File: config.mk
export PLATFORM = sky130hd
export DESIGN_NAME = seg_scan_ctrl_flat
export DESIGN_NICKNAME = d
export VERILOG_FILES = /design/src/rtl/seg_scan_pkg.sv /design/src/rtl/seg_scan_ctrl_if.sv /design/src/rtl/seg_hex7.sv /design/src/rtl/seg_scan_ctrl.sv /design/src/flat_wrapper.sv
export SDC_FILE = /design/constraint.sdc
export NUM_CORES = 1
export LEC_CHECK = 0
export ABC_AREA = 1
export ABC_CLOCK_PERIOD_IN_PS = 4000
export BUFFER_PORTS_ARGS = -buffer_cell sky130_fd_sc_hd__buf_2
export CAP_MARGIN = 20
export CORE_MARGIN = 10
export CORE_UTILIZATION = 60
export DETAILED_ROUTE_END_ITERATION = 10
export PLACE_DENSITY = 0.81
export SYNTH_ARGS = -nofsm -noshare
export SYNTH_HDL_FRONTEND = slang
export SYNTH_SLANG_ARGS = --single-unit
File: constraint.sdc
create_clock -name clk -period 4 [get_ports clk]
set_input_delay 0.2 -clock clk [delete_from_list [all_inputs] [get_ports clk]]
set_output_delay 0.2 -clock clk [all_outputs]
set_load 0.02 [all_outputs]
File: src/rtl/seg_scan_pkg.sv
// Shared types and constants for the multiplexed 7-segment scanner.
// Latency: n/a (declarations only).
// Backpressure: n/a.
//
// Holds the scan FSM state enum, the default slot/blanking cycle counts and
// the active-low hex-to-7-segment pattern table (bit0 = segment a).
package seg_scan_pkg;

  typedef enum logic [1:0] {
    IDLE  = 2'd0,
    BLANK = 2'd1,
    ON    = 2'd2
  } scan_state_t;

  localparam int SLOT_CYC_DEF = 50000;
  localparam int DEAD_CYC_DEF = 500;

  // Entry n is the active-low pattern (g..a) for nibble n.
  // Letters use the usual mixed case: A b C d E F.
  localparam logic [15:0][6:0] SEG_TAB = {
    7'h0E,  // F
    7'h06,  // E
    7'h21,  // d
    7'h46,  // C
    7'h03,  // b
    7'h08,  // A
    7'h10,  // 9
    7'h00,  // 8
    7'h78,  // 7
    7'h02,  // 6
    7'h12,  // 5
    7'h19,  // 4
    7'h30,  // 3
    7'h24,  // 2
    7'h79,  // 1
    7'h40   // 0
  };

endpackage

File: src/rtl/seg_scan_ctrl_if.sv
// Bundle between the scan controller and its digit mux / display.
// Latency: n/a (wiring only).
// Backpressure: none; display side is free-running.
//
// Signals: en, digit_mask, Y, DP (towards controller);
//          S, AN, SEG, SEG_DP, frame_tick (from controller);
//          bright (towards controller) only when SEG_SCAN_BRIGHT_EN is defined.
// master = controller side, slave = mux/display/system side.
interface seg_scan_ctrl_if;
  logic       en;
  logic [7:0] digit_mask;
  logic [3:0] Y;
  logic       DP;
  logic [2:0] S;
  logic [7:0] AN;
  logic [6:0] SEG;
  logic       SEG_DP;
  logic       frame_tick;
`ifdef SEG_SCAN_BRIGHT_EN
  logic [2:0] bright;
`endif

`ifdef SEG_SCAN_BRIGHT_EN
  modport master (
    input  en, digit_mask, Y, DP, bright,
    output S, AN, SEG, SEG_DP, frame_tick
  );
  modport slave (
    output en, digit_mask, Y, DP, bright,
    input  S, AN, SEG, SEG_DP, frame_tick
  );
`else
  modport master (
    input  en, digit_mask, Y, DP,
    output S, AN, SEG, SEG_DP, frame_tick
  );
  modport slave (
    output en, digit_mask, Y, DP,
    input  S, AN, SEG, SEG_DP, frame_tick
  );
`endif

endinterface

File: src/rtl/seg_hex7.sv
// Hex nibble to active-low 7-segment pattern decoder.
// Latency: combinational, 0 cycles.
// Backpressure: none.
//
// Ports: nib (4-bit hex digit in), seg (7-bit pattern out, bit0 = a, active-low).
module seg_hex7
  import seg_scan_pkg::*;
(
  input  logic [3:0] nib,
  output logic [6:0] seg
);

  assign seg = SEG_TAB[nib];

endmodule

File: src/rtl/seg_scan_ctrl.sv
// Time-multiplexed 8-digit 7-segment display scanner.
// Latency: S/AN registered off the FSM; SEG/SEG_DP one cycle after S changes.
// Backpressure: none; en=0 abandons the current slot and parks in IDLE.
//
// Ports: clk, rst_n (async active-low), io (seg_scan_ctrl_if.master):
//   en, digit_mask, Y, DP in; S, AN, SEG, SEG_DP, frame_tick out.
// Optional macro SEG_SCAN_BRIGHT_EN adds io.bright (3-bit PWM on-time in
// eighths of the ON phase); (SLOT_CYC-DEAD_CYC) must then be divisible by 8.
// Legal parameters: 2 <= DEAD_CYC < SLOT_CYC, so SEG settles before AN lights.
module seg_scan_ctrl
  import seg_scan_pkg::*;
#(
  parameter int SLOT_CYC = SLOT_CYC_DEF,
  parameter int DEAD_CYC = DEAD_CYC_DEF
) (
  input  logic            clk,
  input  logic            rst_n,
  seg_scan_ctrl_if.master io
);

  localparam int ON_CYC = SLOT_CYC - DEAD_CYC;
  // One counter serves both phases; its largest value is below SLOT_CYC.
  localparam int CW = $clog2(SLOT_CYC);
  localparam logic [CW-1:0] DEAD_LAST = CW'(DEAD_CYC - 1);
  localparam logic [CW-1:0] ON_LAST   = CW'(ON_CYC - 1);
`ifdef SEG_SCAN_BRIGHT_EN
  localparam int STEP = ON_CYC / 8;
`endif

  scan_state_t   state_q, state_d;
  logic [CW-1:0] cnt_q, cnt_d;
  logic [2:0]    s_q, s_d;
  logic [7:0]    an_q, an_d;
  logic [6:0]    seg_q;
  logic          dp_q;
  logic          tick_q, tick_d;
  logic          lit;
  logic [6:0]    seg_w;

  seg_hex7 u_hex7 (
    .nib (io.Y),
    .seg (seg_w)
  );

  // State register plus output registers.
  always_ff @(posedge clk or negedge rst_n) begin
    if (!rst_n) begin
      state_q <= IDLE;
      cnt_q   <= '0;
      s_q     <= '0;
      an_q    <= 8'hFF;
      seg_q   <= 7'h7F;
      dp_q    <= 1'b1;
      tick_q  <= 1'b0;
    end else begin
      state_q <= state_d;
      cnt_q   <= cnt_d;
      s_q     <= s_d;
      an_q    <= an_d;
      // Y follows S through the external mux, so registering the decode
      // here lands SEG one cycle after S moves.
      seg_q   <= seg_w;
      dp_q    <= io.DP;
      tick_q  <= tick_d;
    end
  end

  // Next-state, counter, digit select and wrap detection.
  always_comb begin
    state_d = state_q;
    cnt_d   = cnt_q;
    s_d     = s_q;
    tick_d  = 1'b0;
    if (!io.en) begin
      // Abandon whatever slot is running; no wrap pulse.
      state_d = IDLE;
      cnt_d   = '0;
      s_d     = '0;
    end else begin
      case (state_q)
        IDLE: begin
          state_d = BLANK;
          cnt_d   = '0;
          s_d     = '0;
        end
        BLANK: begin
          if (cnt_q == DEAD_LAST) begin
            state_d = ON;
            cnt_d   = '0;
          end else begin
            cnt_d = cnt_q + 1'b1;
          end
        end
        ON: begin
          if (cnt_q == ON_LAST) begin
            state_d = BLANK;
            cnt_d   = '0;
            s_d     = s_q + 3'd1;
            tick_d  = (s_q == 3'd7);
          end else begin
            cnt_d = cnt_q + 1'b1;
          end
        end
        default: begin
          state_d = IDLE;
          cnt_d   = '0;
          s_d     = '0;
        end
      endcase
    end
  end

  // Anode is decoded from the next-state values so the registered AN lines
  // up cycle-for-cycle with the state it belongs to. digit_mask is sampled
  // combinationally, so a change shows on the very next edge.
  always_comb begin
    lit = (state_d == ON) && io.digit_mask[s_d];
`ifdef SEG_SCAN_BRIGHT_EN
    lit = lit && (int'(cnt_d) < ((int'(io.bright) + 1) * STEP));
`endif
    an_d = lit ? ~(8'd1 << s_d) : 8'hFF;
  end

  assign io.S          = s_q;
  assign io.AN         = an_q;
  assign io.SEG        = seg_q;
  assign io.SEG_DP     = dp_q;
  assign io.frame_tick = tick_q;

endmodule

File: src/flat_wrapper.sv
// flat-port wrapper written by rule: the top's interface ports become plain ports
module seg_scan_ctrl_flat import seg_scan_pkg::*;
#(
  parameter int SLOT_CYC = SLOT_CYC_DEF,
  parameter int DEAD_CYC = DEAD_CYC_DEF
)
  (clk, rst_n, io_en, io_digit_mask, io_Y, io_DP, io_S, io_AN, io_SEG, io_SEG_DP, io_frame_tick);
  seg_scan_ctrl_if io_i ();
  input  logic clk;
  input  logic rst_n;
  input wire logic [$bits(io_i.en)-1:0] io_en;
  input wire logic [$bits(io_i.digit_mask)-1:0] io_digit_mask;
  input wire logic [$bits(io_i.Y)-1:0] io_Y;
  input wire logic [$bits(io_i.DP)-1:0] io_DP;
  output wire logic [$bits(io_i.S)-1:0] io_S;
  output wire logic [$bits(io_i.AN)-1:0] io_AN;
  output wire logic [$bits(io_i.SEG)-1:0] io_SEG;
  output wire logic [$bits(io_i.SEG_DP)-1:0] io_SEG_DP;
  output wire logic [$bits(io_i.frame_tick)-1:0] io_frame_tick;
  assign io_i.en = io_en;
  assign io_i.digit_mask = io_digit_mask;
  assign io_i.Y = io_Y;
  assign io_i.DP = io_DP;
  assign io_S = io_i.S;
  assign io_AN = io_i.AN;
  assign io_SEG = io_i.SEG;
  assign io_SEG_DP = io_i.SEG_DP;
  assign io_frame_tick = io_i.frame_tick;
  seg_scan_ctrl #(.SLOT_CYC(SLOT_CYC), .DEAD_CYC(DEAD_CYC)) u_core (.clk(clk), .rst_n(rst_n), .io(io_i));
endmodule
# ---- Word level (Yosys, flattened, before mapping)
# Memory sizes are Yosys's and may differ from the RTL's. A register that Yosys moved wholly into a read port is not among the register bits.
# Cells that the tools add are included.
dict set report totals {
  regBits 31
  rom_bits 112
  output_inout_bits 20
  word_cells 38
  mem_count 1
}
# memory words width rd rd_clocked_by_memory_dff wr line
set memory_table {}
lappend memory_table {{(no name shown)} 16 7 1 1 0 seg_hex7.sv:13} ;# assign seg = SEG_TAB[nib];
dict set report classes {
  addsub 2
  n_lt_le_gt_ge 1
  n_eq_ne 6
  shift 1
  muxes 17
  n_bitwise 1
  reduce_logical 3
}
# op count
set op_table {}
lappend op_table {{16-bit 2-to-1 mux} 3}
lappend op_table {{16-bit one-hot mux with 2 select lines} 1}
lappend op_table {{16-bit by 1-bit adder with 16-bit output, second input constant} 1}
lappend op_table {{16-bit equality test, second input constant} 1}
lappend op_table {{16-bit by 9-bit equality test with 1-bit output, second input constant} 1}
lappend op_table {{8-bit 2-to-1 mux} 1}
lappend op_table {{8-bit NOT} 1}
lappend op_table {{1-bit by 3-bit left shift with 8-bit output, first input constant} 1}
lappend op_table {{2-bit 2-to-1 mux} 3}
lappend op_table {{3-bit 2-to-1 mux} 2}
lappend op_table {{2-bit one-hot mux with 3 select lines} 1}
lappend op_table {{3-bit one-hot mux with 2 select lines} 1}
lappend op_table {{2-bit equality test, second input constant} 2}
lappend op_table {{3-bit by 4-bit less-than comparator with 1-bit output, second input constant} 1}
lappend op_table {{1-bit 2-to-1 mux} 4}
lappend op_table {{3-bit by 1-bit adder with 3-bit output, second input constant} 1}
lappend op_table {{1-bit binary-select mux with 3-bit select} 1}
lappend op_table {{3-bit equality test, second input constant} 1}
lappend op_table {{2-bit by 1-bit equality test with 1-bit output, second input constant} 1}
lappend op_table {{2-bit zero test} 1}
lappend op_table {{1-bit logical AND} 1}
lappend op_table {{1-bit zero test} 1}

# ---- Longest topological paths before layout
# Gate-level depths: netlist of the first run.
dict set report depth {
  depth_word 8
  depth_mapped 16
  mapped_depth_nobuf 16
}

# ---- By module
# Synthesis of the first run repeated with hierarchy kept, for this count alone.
dict set report hier_totals {
  hier_cells 267
  area_unflattened_um2 2280.9
}
# module instances cells_each area_per_inst_um2
set by_module_without_submodules {}
lappend by_module_without_submodules {seg_scan_ctrl 1 218 2006.9}
lappend by_module_without_submodules {seg_hex7 1 49 274.0}

# ---- Worst setup path after synthesis of the first run
# No wires, ideal clock.
dict set report synth_timing {
  path_type {register to register}
  start {register u_core.cnt_q[0]}
  end {register u_core.an_q[2] (netlist: u_core.io.AN[2])}
  setup_time_ps 93
  arrival_time_ps 1610
  required_time_ps 3907
  path_slack_ps 2297
  path_stages_with_launch 17
  n_path_buf 0
  path_cell_list {dfrtp_1 > ha_1 > inv_2 > nor2_1 > nand2_1 > nor2_4 > nand2_4 > nand2_4 > nand2_4 > nand2_2 > nand2_2 > nand2_4 > inv_2 > nand2_1 > nand2_2 > nand2_2 > nand4_1}
}
dict set report synth_via {
  elab_chain_len 8
  word_cells_on_any_way 16
  classes_between {eq/ne (3); shift (1); mux (10); bitwise (1); reduce/logical (1)}
}
# element line
set synth_lines {}
lappend synth_lines {{start: declaration} seg_scan_ctrl.sv:31} ;# logic [CW-1:0] cnt_q, cnt_d;
lappend synth_lines {{start signal: assignment} seg_scan_ctrl.sv:57} ;# cnt_q <= cnt_d;
lappend synth_lines {{16-bit equality test (*)} seg_scan_ctrl.sv:95} ;# if (cnt_q == ON_LAST) begin
lappend synth_lines {{3-bit 2-to-1 mux (*)} seg_scan_ctrl.sv:95}
lappend synth_lines {{3-bit one-hot mux with 2 select lines (*)} seg_scan_ctrl.sv:80} ;# case (state_q)
lappend synth_lines {{3-bit 2-to-1 mux (*)} seg_scan_ctrl.sv:74} ;# if (!io.en) begin
lappend synth_lines {{net u_core.s_d[1]} seg_scan_ctrl.sv:32} ;# logic [2:0] s_q, s_d;
lappend synth_lines {{1-bit binary-select mux with 3-bit select} seg_scan_ctrl.sv:117} ;# lit = (state_d == ON) && io.digit_mask[s_d];
lappend synth_lines {{1-bit 2-to-1 mux (not written as such)} seg_scan_ctrl.sv:117}
lappend synth_lines {{1-bit logical AND} seg_scan_ctrl.sv:117}
lappend synth_lines {{8-bit 2-to-1 mux (*)} seg_scan_ctrl.sv:121} ;# an_d = lit ? ~(8'd1 << s_d) : 8'hFF;
lappend synth_lines {{net u_core.an_d[2]} seg_scan_ctrl.sv:33} ;# logic [7:0] an_q, an_d;
lappend synth_lines {{end signal: assignment} seg_scan_ctrl.sv:59} ;# an_q <= an_d;
lappend synth_lines {{end: declaration} seg_scan_ctrl.sv:33}
# The timed path passes the listed nets; every way through them passes the cells marked *. The select of a mux whose other input is x is not followed.

# ---- Final worst setup path of the first run
dict set report layout_timing {
  start {register u_core.cnt_q[0]}
  end {register u_core.cnt_q[10]}
}
dict set report layout_via {
  elab_chain_len 4
  word_cells_on_any_way 7
  classes_between {add/sub (1); eq/ne (2); mux (4)}
}
# element line
set layout_lines {}
lappend layout_lines {{16-bit by 1-bit adder with 16-bit output (tied with other cells)} {seg_scan_ctrl.sv:91, seg_scan_ctrl.sv:101}}
lappend layout_lines {{16-bit 2-to-1 mux, on equally long branches} {seg_scan_ctrl.sv:95, seg_scan_ctrl.sv:87}}
lappend layout_lines {{16-bit one-hot mux with 2 select lines (*)} seg_scan_ctrl.sv:80}
lappend layout_lines {{16-bit 2-to-1 mux (*)} seg_scan_ctrl.sv:74}
lappend layout_lines {{net u_core.cnt_d[10]} seg_scan_ctrl.sv:31}
# The timed path passes the listed nets; every way through them passes the cells marked *.

==> flow_metrics.tcl, run 1 <==
set metrics [dict create \
    run_status "finished with violations" \
    timing.clock.skew_ns 0.00410 \
    placement.io_buffers 35 \
    sw_frac_of_total 0.249 \
    yosys.area_share.adder 0.0725 \
    worstHoldPathType "in2async" \
    ys_ff_latch 38 \
    crit_path_end "u_core.cnt_q[10]" \
    power.internal_mw 0.543 \
    timing.critical_path.from_type "flop" \
    worst_setup_path_startpoint "u_core.cnt_q[0]" \
    clk_pin_slew_worst_paths_ns 0.07 \
    yosys_warnings 0 \
    numClockSinks 38 \
    fin_nets 326 \
    timing_max_transition_violations_final 0 \
    n_antenna_cell 0 \
    post_synth_instance_area_mm2 0.00224 \
    wl_met3_um 227 \
    tritoncts.num_buffers 5 \
    io_pins 36 \
    timing_worst_slew_pin_value_ns 0.799 \
    cts_tree "built" \
    timing.final.crit_share 0.513 \
    worst-setup-path-type "reg2reg" \
    synthTopCellsByArea "sky130_fd_sc_hd__dfrtp_1 25%, sky130_fd_sc_hd__dfstp_2 19%, sky130_fd_sc_hd__ha_1 7.2%" \
    globalRouteOverflowTotal 0 \
    grt_pass1_vias 1716 \
    topRoutingLayerUsed "met4" \
    worstPathArrival_ns 2.21 \
    rows 22 \
    die_w_um 81.2 \
    cp-end-kind "flop" \
    max-clock-path-buffers 2 \
    initial_utilization 0.618 \
    worst_path_max_fanout 16 \
    rr_endpoint "u_core.cnt_q[10]" \
    grt_use_total 0.141 \
    synthesis.instances 255 \
    muxShareOfSynthArea 0 \
    wl_per_cell_um 12.4 \
    fin_hold_ws_ns -0.00398 \
    synth_cell_type_count 37 \
    rsz0062_at_grt "false" \
    grt_antenna_before_repair 0 \
    grt_first_pass_wirelength_um 7420 \
    fmax_mhz 487 \
    syn_area_per_cell_um2 8.80 \
    clk-insertion-delay-late_ns 0.28 \
    finalWirelength_um 4300 \
    synth-compound-area-share 0.0764 \
    grt_start_max_net_pins 39 \
    floorplan.die_area_mm2 0.00659 \
    total_power_mw 0.723 \
    power_frac_clock 0.350 \
    irDropWorstVdd_uv 351 \
    worst_r2r_startpoint "u_core.cnt_q[0]" \
    first_iter_violations 50 \
    maxCapViolations 0 \
    ff2ff_setup_slack_ns 1.95 \
    detail_route.vias_per_cell 5.08 \
    clock_tree.htree_level_count 2 \
    synth_top_area_share 0.245 \
    rr_worst_depth 10 \
    dominant_combinational_cell_family_by_area_after_synthesis "simple AND/OR/NAND/NOR gates" \
    cts-root-buf "sky130_fd_sc_hd__clkbuf_8" \
    antenna_violating_nets_post_route 0 \
    leakage_component_of_the_power_nw 1.23 \
    place_congestion 0.875 \
    layout-area-overhead-vs-synth_pct 14.5 \
    timing_hold_violations_final 9 \
    violations "negative hold slack" \
    final.setup.tns_ns 0 \
    combinational_cell_fraction_of_total_power 0.097 \
    synth-simple-area-share 0.332 \
    hpwl_um 3360 \
    period_needed_ns 2.05 \
    timing.final.setup_violations 0 \
    seqPwrFrac 0.552 \
    die_y_um 81.2 \
    cellPowerDensity_mw_per_mm2 281 \
    ys_seq_area_frac 0.433 \
    drive_above_1_share 0.352 \
    post-synth-top-area-cell "sky130_fd_sc_hd__dfrtp_1" \
    vias 1758 \
    syn-num-nets 284 \
    slew-limit-headroom 0.468 \
    worst_ep_required_time_ns 4.16 \
    post_route_m1_wl_um 1970 \
    floorplan_core_area_mm2 0.00363 \
    drcViolationCount 0 \
    synthXorXnorAreaFrac 0.0156 \
    wl_met2_um 2050 \
    detail_route.first_pass.iterations 6 \
    net-switching-power_mw 0.180 \
]
-- cells in the mapped netlist (all sizes together) --
cell	n
o21ai	5
clkinv	2
xor2	2
xnor2	2
nand3	13
o211ai	1
o21a	2
nor3b	3
nor3	8
a32oi	1
o41ai	1
and3	1
a21oi	9
inv	39
nand2	58
a21o	1
buf	1
a211oi	1
ha	13
nand4	8
dfrtp	22
dfstp	16
nand3b	3
a2111oi	1
a22oi	1
o31ai	1
nor2	40
-- what timing repair did --
| action | CTS | global route |
|---|---|---|
| resized for setup | 0 | 0 |
| buffers inserted | 0 | 0 |
| hold endpoints to repair | 0 | 1 |
| hold buffers | 0 | 1 |
| setup endpoints to repair | 0 | 0 |
-- layout make-up --
| type | count | area (um2) |
|---|---|---|
| Tap cell | 48 | 60.1 |
| Fill cell | 313 | 1060 |
| Inverter | 41 | 154 |
| Timing Repair Buffer | 36 | 185 |
| Clock inverter | 2 | 13.8 |
| Sequential cell | 38 | 971 |
| Clock buffer | 6 | 72.6 |
| Multi-Input combinational cell | 175 | 1110 |
-- how the worst min path moves through the flow --
stage                     startpoint                to  slack (ns)  depth (start not counted)
final                          rst_n   u_core.cnt_q[9]      -0.004                          1
after global placement         io_DP  u_core.io.SEG_DP        0.30                          1
after CTS                      io_DP  u_core.io.SEG_DP     0.00005                          1
after floorplan                rst_n   u_core.cnt_q[0]        -0.1                          0
after global routing           rst_n   u_core.cnt_q[9]        0.05                          1
after detailed placement       io_DP  u_core.io.SEG_DP        0.31                          1
-- state kept, by name (all words and copies together) (netlist names) --
signal and flops:
u_core.state_q 2, u_core.cnt_q 16, u_core.io.frame_tick 1, u_core.io.AN 8, u_core.io.SEG 7, u_core.io.S 3
u_core.io.SEG_DP 1
-- cells in the final DEF, fill, tap and decap left out, drive strengths merged --
cell type,count
nand2,58
nor2,40
inv,39
buf,35
dfrtp,22
dfstp,16
ha,13
nand3,13
a21oi,9
nand4,8
nor3,8
clkbuf,6
o21ai,5
clkinv,4
nor3b,3
nand3b,3
xor2,2
o21a,2
xnor2,2
o31ai,1
o211ai,1
a32oi,1
a21o,1
a2111oi,1
o41ai,1
a22oi,1
a211oi,1
and3,1
dlygate4sd3,1
-- routing by layer --
metal | GRT usage | vias to the layer above
met5 | 0 | -
met4 | 0.0467 | 0
met3 | 0.0497 | 4
met2 | 0.235 | 35
met1 | 0.167 | 820
li1 | - | 899
-- worst max-delay path: stages, from the launching register on --
cell and delay, ns:
sky130_fd_sc_hd__dfrtp_1 0.41, sky130_fd_sc_hd__ha_1 0.26, sky130_fd_sc_hd__inv_2 0.10, sky130_fd_sc_hd__nor2_1 0.04
sky130_fd_sc_hd__nand2_1 0.10, sky130_fd_sc_hd__nor2_4 0.04, sky130_fd_sc_hd__nand2_4 0.08, sky130_fd_sc_hd__nand2_4 0.07
sky130_fd_sc_hd__nand2_1 0.08, sky130_fd_sc_hd__nand2_1 0.33, sky130_fd_sc_hd__a2111oi_1 0.41
-- cell families after synthesis --
group | count (synthesis)
simple gates | 134
buf+inv | 42
flops | 38
compound gates | 24
fa+ha+maj | 13
xor+xnor | 4
-- power groups by stage --
stage,clock [mW],combinational (mW),sequential (mW)
floorplan,0,0.0321,0.416
global placement,0,0.0690,0.406
detailed placement,0,0.0705,0.406
CTS,0.261,0.0707,0.400
global route,0.278,0.0790,0.400
finish,0.253,0.0703,0.400
-- metrics by stage --
step                      area, um2  instances  utilization  setup slack [ns]
after floorplan                2240        255            -              2.30
after global placement         2470        337        0.681              2.07
after detailed placement       2470        337        0.681              1.99
after CTS                      2560        345        0.705              1.94
after global routing           2570        346        0.708              1.82
final                          2570        346        0.708              1.95
Note: power is estimated with default switching activity, not from simulation.
==> run 2: changes to the inputs <==
--- a/config.mk
+++ b/config.mk
@@ -6,13 +6,13 @@
 export NUM_CORES = 1
 export LEC_CHECK = 0
 export ABC_AREA = 1
-export ABC_CLOCK_PERIOD_IN_PS = 4000
+export ABC_CLOCK_PERIOD_IN_PS = 2100
 export BUFFER_PORTS_ARGS = -buffer_cell sky130_fd_sc_hd__buf_2
 export CAP_MARGIN = 20
 export CORE_MARGIN = 10
-export CORE_UTILIZATION = 60
+export CORE_UTILIZATION = 56
 export DETAILED_ROUTE_END_ITERATION = 10
-export PLACE_DENSITY = 0.81
+export PLACE_DENSITY = 0.76
 export SYNTH_ARGS = -nofsm -noshare
 export SYNTH_HDL_FRONTEND = slang
 export SYNTH_SLANG_ARGS = --single-unit
==> constraint.sdc (replaced) <==
create_clock -name clk -period 2.1 [get_ports clk]
set_input_delay 0.105 -clock clk [delete_from_list [all_inputs] [get_ports clk]]
set_output_delay 0.105 -clock clk [all_outputs]
set_load 0.02 [all_outputs]
==> run 2 against run 1 <==
Compared with the run above:
- the flow now finishes without violations
- global-route usage down 0.50 points
- clock skew rose by 0.0048 ns
- final cell count increased by 0.87%
- total power up 120%
- via count increased by 1.1%
- sequential power grew 90%
- die area grew 5.4%
- flip-flop and latch count unchanged
- register-to-register slack worse by 1.8 ns
- clock power increased to 2.8 times the previous value
- maximum frequency is 7.3% higher
- hold slack better by 0.090 ns
- critical endpoint is now u_core.io.AN[3]
- largest power group unchanged
==> flow_metrics.tcl, run 2 (synthesis gave the netlist of run 1 again) <==
set metrics [dict create \
    antenna_violating_nets_post_route 0 \
    worstHoldPathType "in2reg" \
    cp_bufs_invs 2 \
    n_antenna_cell 0 \
    timing.critical_path.from_type "flop" \
    worstPathArrival_ns 2.12 \
    layoutNonFillerInstCount 349 \
    tritoncts.num_buffers 5 \
    dp_cells 338 \
    grt_first_pass_wirelength_um 8070 \
    cts-root-buf "sky130_fd_sc_hd__clkbuf_8" \
    rsz0062_at_grt "false" \
    placement.io_buffers 35 \
    vias 1778 \
    grt_use_total 0.136 \
    max-clock-path-buffers 2 \
    grt_pass1_vias 1794 \
    flip_flop_count_of_the_largest_register_after_layout 16 \
    io_pins 36 \
    cts_setup_buffers 0 \
    timing.critical_path.slowest_stage_cell "sky130_fd_sc_hd__dfrtp_1" \
    hpwl_um 3520 \
    drcViolationCount 0 \
    top_register "u_core.cnt_q" \
    fin_hold_ws_ns 0.0864 \
    detail_route.vias_per_cell 5.09 \
    layout_common_cells "39 x sky130_fd_sc_hd__nand2_1, 35 x sky130_fd_sc_hd__buf_2, 31 x sky130_fd_sc_hd__inv_1" \
    fin_util 0.701 \
    numClockSinks 38 \
    grt_start_max_net_pins 39 \
    worst_path_max_fanout 9 \
    fin_nets 329 \
    worst_slack_ns 0.188 \
    worst_r2r_startpoint "u_core.cnt_q[0]" \
    timing_max_transition_violations_final 0 \
    most_numerous_cell_on_the_critical_path "sky130_fd_sc_hd__nor2_4" \
    path_delay_family "simple AND/OR/NAND/NOR gates" \
    wl_per_cell_um 13.0 \
    timing.clock.skew_ns 0.00892 \
    worstHoldPathCells 3 \
    cellPowerDensity_mw_per_mm2 607 \
    hold_buffers 3 \
    globalRouteOverflowTotal 0 \
    period_needed_ns 1.91 \
    timing_worst_slew_pin_value_ns 0.795 \
    mostFrequentLayoutCell "sky130_fd_sc_hd__nand2_1" \
    worst-setup-path-type "reg2reg" \
    drive_above_1_share 0.355 \
    detail_route.first_pass.iterations 4 \
    die_y_um 83.3 \
    slew-limit-headroom 0.470 \
    floorplan_core_area_mm2 0.00377 \
    timing.final.crit_share 0.911 \
    cp_cell_sequence "ha_1 > inv_2 > nor2_1 > nand2_1 > nor2_4 > nand2_4 > nor2_4 > a22oi_2 > nor2_4 > inv_1 > nand2_2 > nand4_1" \
    cts_tree "built" \
    rr_worst_depth 12 \
    ff2ff_setup_slack_ns 0.19 \
    place_congestion 0.867 \
    run_status "finished clean" \
    clk-insertion-delay-late_ns 0.30 \
    finalWirelength_um 4550 \
    fmax_mhz 523 \
    leakage_component_of_the_power_nw 1.27 \
    grt_antenna_before_repair 0 \
    place_ws_ns 0.204 \
    worst_hold_endpoint "u_core.io.SEG[1]" \
    cp-end-kind "flop" \
    cts_resized 0 \
    hold_path.startpoint "io_Y[2]" \
    first_iter_violations 125 \
    layout-area-overhead-vs-synth_pct 17.8 \
    clk_pin_slew_worst_paths_ns 0.08 \
    die_w_um 83.3 \
    worst_ep_required_time_ns 2.31 \
    timing_hold_violations_final 0 \
    timing.final.setup_violations 0 \
    total_power_mw 1.60 \
    worst_setup_path_startpoint "u_core.cnt_q[0]" \
    maxCapViolations 0 \
    initial_utilization 0.595 \
    postLayoutCellArea_mm2 0.00265 \
    final.setup.tns_ns 0 \
    rr_endpoint "u_core.io.AN[3]" \
    floorplan.die_area_mm2 0.00694 \
    placed_area_mm2 0.00248 \
    crit_path_max_incr_delay_ns 0.39 \
    rows 22 \
    clock_tree.htree_level_count 2 \
    irDropWorstVdd_uv 355 \
]
## run 2: layout make-up
class / count / area, um2
Clock buffer: 6 / 93.8
Clock inverter: 2 / 38.8
Fill cell: 276 / 1130
Inverter: 41 / 154
Multi-Input combinational cell: 175 / 1110
Sequential cell: 38 / 971
Tap cell: 48 / 60.1
Timing Repair Buffer: 39 / 213
## run 2: worst reg2reg max path, stage by stage, from the launching register on
cell	delay [ns]
sky130_fd_sc_hd__dfrtp_1	0.39
sky130_fd_sc_hd__ha_1	0.23
sky130_fd_sc_hd__inv_2	0.08
sky130_fd_sc_hd__nor2_1	0.10
sky130_fd_sc_hd__nand2_1	0.09
sky130_fd_sc_hd__nor2_4	0.11
sky130_fd_sc_hd__nand2_4	0.08
sky130_fd_sc_hd__nor2_4	0.11
sky130_fd_sc_hd__a22oi_2	0.10
sky130_fd_sc_hd__nor2_4	0.23
sky130_fd_sc_hd__inv_1	0.13
sky130_fd_sc_hd__nand2_2	0.09
sky130_fd_sc_hd__nand4_1	0.09
## run 2: how the worst max path moves through the flow
| stage | slack (ns) | to | depth (start not counted) |
|---|---|---|---|
| finish | 0.19 | u_core.io.AN[3] | 12 |
| global route | 0.02 | u_core.io.AN[7] | 16 |
| CTS | 0.19 | u_core.io.AN[3] | 16 |
| detailed placement | 0.20 | u_core.io.AN[5] | 16 |
| global placement | 0.24 | u_core.io.AN[1] | 11 |
| floorplan | 0.40 | u_core.io.AN[2] | 16 |
## run 2: where the power goes
group	leakage (nW)	internal, mW	switching (mW)
Clock	0.0665	0.428	0.277
Sequential	0.474	0.756	0.00493
Combinational	0.726	0.0478	0.0907
Total	1.27	1.23	0.373
## run 2: per-layer routing
metal | global-route usage | share of wire | up-vias
li1 | - | - | 907
met1 | 0.165 | 0.47 | 823
met2 | 0.215 | 0.47 | 39
met4 | 0.0662 | 0.021 | 0
met5 | 0 | 0 | -
met3 | 0.0391 | 0.038 | 9
==> run 3: changes to the inputs <==
--- a/config.mk
+++ b/config.mk
@@ -5,12 +5,12 @@
 export SDC_FILE = /design/constraint.sdc
 export NUM_CORES = 1
 export LEC_CHECK = 0
-export ABC_AREA = 1
+export ABC_AREA = 0
 export ABC_CLOCK_PERIOD_IN_PS = 2100
 export BUFFER_PORTS_ARGS = -buffer_cell sky130_fd_sc_hd__buf_2
 export CAP_MARGIN = 20
 export CORE_MARGIN = 10
-export CORE_UTILIZATION = 56
+export CORE_UTILIZATION = 55
 export DETAILED_ROUTE_END_ITERATION = 10
 export PLACE_DENSITY = 0.76
 export SYNTH_ARGS = -nofsm -noshare
==> run 3 against run 2 <==
Compared with the run above:
- the run now ends with negative setup slack left
- maximum frequency shrank 14%
- non-clock buffer count grew 36
- sequential power is essentially flat
- clock power shrank 12%
- hold slack gained 0.021 ns
- combinational power grew 13%
- flip-flop and latch count is the same
- worst setup slack lost 0.32 ns
- utilization grew 6.6 points
- highest routed layer unchanged
==> flow_metrics.tcl, run 3 <==
set metrics [dict create \
    run_status "finished with violations" \
    violations "negative setup slack" \
    rr_endpoint "u_core.io.AN[2]" \
    power_frac_clock 0.403 \
    timing.final.setup_violations 8 \
    grt_pass1_vias 1731 \
    post_synth_instance_area_mm2 0.00204 \
    placement.io_buffers 35 \
    fmax_mhz 448 \
    hold_path.startpoint "io_digit_mask[0]" \
    timing.critical_path.slowest_stage_cell "sky130_fd_sc_hd__or4_4" \
    initial_utilization 0.562 \
    post_synth_most_frequent_cells "29 x sky130_fd_sc_hd__nor2_1, 22 x sky130_fd_sc_hd__dfrtp_1, 16 x sky130_fd_sc_hd__dfstp_2, 16 x sky130_fd_sc_hd__nand2_1, 13 x sky130_fd_sc_hd__ha_1" \
    die_y_um 80.9 \
    timing_worst_slew_pin_value_ns 0.800 \
    placed_area_mm2 0.00253 \
    top_register "u_core.cnt_q" \
    rsz0062_at_grt "true" \
    layout-area-overhead-vs-synth_pct 36.6 \
    first_iter_violations 166 \
    tritoncts.num_buffers 5 \
    io_pins 36 \
    fin_util 0.768 \
    clk-insertion-delay-late_ns 0.29 \
    vias 1802 \
    worstHoldPathType "in2reg" \
    number_of_enable_type_register_cells_in_the_synthesized_netlist 0 \
    place_congestion 0.773 \
    clk_pin_slew_worst_paths_ns 0.08 \
    antenna_violating_nets_post_route 0 \
    grt_start_max_net_pins 39 \
    maxCapViolations 0 \
    worst_slack_ns -0.135 \
    synthesis.instances 199 \
    worst_ep_required_time_ns 2.31 \
    cp_bufs_invs 1 \
    mostFrequentLayoutCell "sky130_fd_sc_hd__buf_2" \
    synthMostInstantiatedCell "sky130_fd_sc_hd__nor2_1" \
    fin_nets 304 \
    worst_path_max_fanout 5 \
    hpwl_um 3420 \
    detail_route.first_pass.iterations 4 \
    worst_r2r_startpoint "u_core.cnt_q[10]" \
    post-synth-top-area-cell "sky130_fd_sc_hd__dfrtp_1" \
    syn_area_per_cell_um2 10.3 \
    globalRouteOverflowTotal 0 \
    seqPwrFrac 0.495 \
    sw_frac_of_total 0.238 \
    worstSetupPathDepth 7 \
    cts-root-buf "sky130_fd_sc_hd__clkbuf_8" \
    synth_cell_type_count 45 \
    irDropWorstVdd_uv 453 \
    numClockSinks 38 \
    timing_max_transition_violations_final 0 \
    path_delay_family "simple AND/OR/NAND/NOR gates" \
    worstPathArrival_ns 2.44 \
    ys_seq_area_frac 0.475 \
    grt_use_total 0.153 \
    ff2ff_setup_slack_ns -0.13 \
    worst_hold_endpoint "u_core.io.AN[0]" \
    synth_top_area_share 0.270 \
    synthTopCellsByArea "sky130_fd_sc_hd__dfrtp_1 27%, sky130_fd_sc_hd__dfstp_2 21%, sky130_fd_sc_hd__ha_1 8.0%" \
    rr_worst_depth 7 \
    drcViolationCount 0 \
    yosys_warnings 0 \
    wl_per_cell_um 15.9 \
    cts_tree "built" \
    layout_common_cells "35 x sky130_fd_sc_hd__buf_2, 33 x sky130_fd_sc_hd__buf_4, 27 x sky130_fd_sc_hd__nor2_1" \
    flip_flop_count_of_the_largest_register_after_layout 16 \
    slew-limit-headroom 0.467 \
    floorplan_core_area_mm2 0.00363 \
    n_antenna_cell 0 \
    timing.final.crit_share 1.06 \
    leakage_component_of_the_power_nw 1.22 \
    combinational_cell_fraction_of_total_power 0.102 \
    crit_path_max_incr_delay_ns 0.60 \
    postLayoutCellArea_mm2 0.00279 \
    async_reset_ff_frac 1.00 \
    max-clock-path-buffers 2 \
    grt_first_pass_wirelength_um 7870 \
    ys_ff_latch 38 \
    detail_route.vias_per_cell 5.56 \
    net-switching-power_mw 0.366 \
    cellPowerDensity_mw_per_mm2 551 \
    clock_tree.htree_level_count 2 \
    cp_cell_sequence "or4_4 > buf_6 > nor4_4 > nand2_2 > a21oi_4 > mux2i_4 > o2111ai_1" \
    timing.clock.skew_ns 0.00702 \
    worstHoldPathCells 3 \
    worst-setup-path-type "reg2reg" \
    cp-end-kind "flop" \
    grt_antenna_before_repair 0 \
    synth-main-ff-cell "sky130_fd_sc_hd__dfrtp_1" \
    rows 22 \
    timing.critical_path.from_type "flop" \
    floorplan.die_area_mm2 0.00655 \
    timing_hold_violations_final 0 \
    power.internal_mw 1.17 \
    drive_above_1_share 0.435 \
    die_w_um 80.9 \
    finalWirelength_um 5150 \
    syn-num-nets 228 \
    period_needed_ns 2.23 \
]
## run 3: changes by cell type in the layout (fill, tap and decap cells not counted), sizes merged, moves of 5 or more
cell    before  now
nand2       58   16
nor3         8    1
nand4b       0    5
inv         39    6
buf         36   70
nor2        40   29
xor2         2   10
## run 3: worst max-delay path by stage
stage                     startpoint         endpoint  slack [ns]
detailed placement  u_core.cnt_q[10]  u_core.io.AN[7]       -0.10
floorplan           u_core.cnt_q[10]  u_core.io.AN[2]       -0.02
global placement    u_core.cnt_q[10]  u_core.io.AN[2]       -0.04
global route        u_core.cnt_q[10]  u_core.io.AN[2]       -0.25
finish              u_core.cnt_q[10]  u_core.io.AN[2]       -0.13
CTS                 u_core.cnt_q[10]  u_core.io.AN[7]       -0.09
## run 3: cell type report
type / instances / area (um2)
multi-input combinational: 149 / 1130
sequential: 38 / 971
fill: 259 / 845
timing repair buffer: 75 / 495
clock buffer: 5 / 68.8
tap: 48 / 60.1
clock inverter: 3 / 45.0
inverter: 6 / 22.5
## run 3: through the flow
| stage | TNS (ns) | hold WS (ns) | worst slack [ns] | total power [mW] | instances |
|---|---|---|---|---|---|
| after floorplan | -0.0471 | -0.191 | -0.0222 | 0.852 | 199 |
| after global placement | -0.132 | 0.210 | -0.0402 | 0.912 | 306 |
| after detailed placement | -0.489 | 0.212 | -0.101 | 0.915 | 306 |
| after CTS | -0.417 | 0.0867 | -0.0924 | 1.54 | 322 |
| after global routing | -1.45 | 0.102 | -0.246 | 1.60 | 324 |
| final | -0.794 | 0.107 | -0.135 | 1.54 | 324 |
## run 3: cell families (layout without fill, tap and decap cells)
family	after synthesis	count (layout)	synth area share
muxes	4	4	0.0214
xor gates and xnor gates	14	14	0.0600
AOI/OAI and AO/OA	31	31	0.116
adders and majority gates	13	13	0.0797
DFF	38	38	0.475
buffers and inverters	12	89	0.0245
and+or+nand+nor	87	87	0.223
## run 3: layer usage
| layer | global-route usage | vias up | routed length, um |
|---|---|---|---|
| met4 | 0.0467 | 0 | 98 |
| li1 | - | 854 | - |
| met2 | 0.252 | 49 | 2640 |
| met3 | 0.0464 | 9 | 302 |
| met1 | 0.188 | 890 | 2120 |
| met5 | 0 | - | 0 |
## run 3: power by group through the flow
stage	Sequential [mW]	Clock, mW	Combinational, mW
after floorplan	0.792	0	0.0599
after global placement	0.773	0	0.139
after detailed placement	0.773	0	0.142
after CTS	0.760	0.630	0.150
after global routing	0.762	0.663	0.175
final	0.760	0.619	0.157
## run 3: repair_timing
item | in CTS | in global routing
gates cloned | 0 | 0
hold endpoints to repair | 26 | 0
setup buffers | 3 | 2
pin swaps | 1 | 4
gates resized for setup | 5 | 10
hold buffers | 5 | 0
setup endpoints to repair | 8 | 9
## run 3: worst register-to-register path: stages, from the launching register on
cell and delay [ns]:
sky130_fd_sc_hd__dfrtp_1 0.39, sky130_fd_sc_hd__or4_4 0.60, sky130_fd_sc_hd__buf_6 0.15, sky130_fd_sc_hd__nor4_4 0.21, sky130_fd_sc_hd__nand2_2 0.13, sky130_fd_sc_hd__a21oi_4 0.23, sky130_fd_sc_hd__mux2i_4 0.30, sky130_fd_sc_hd__o2111ai_1 0.14
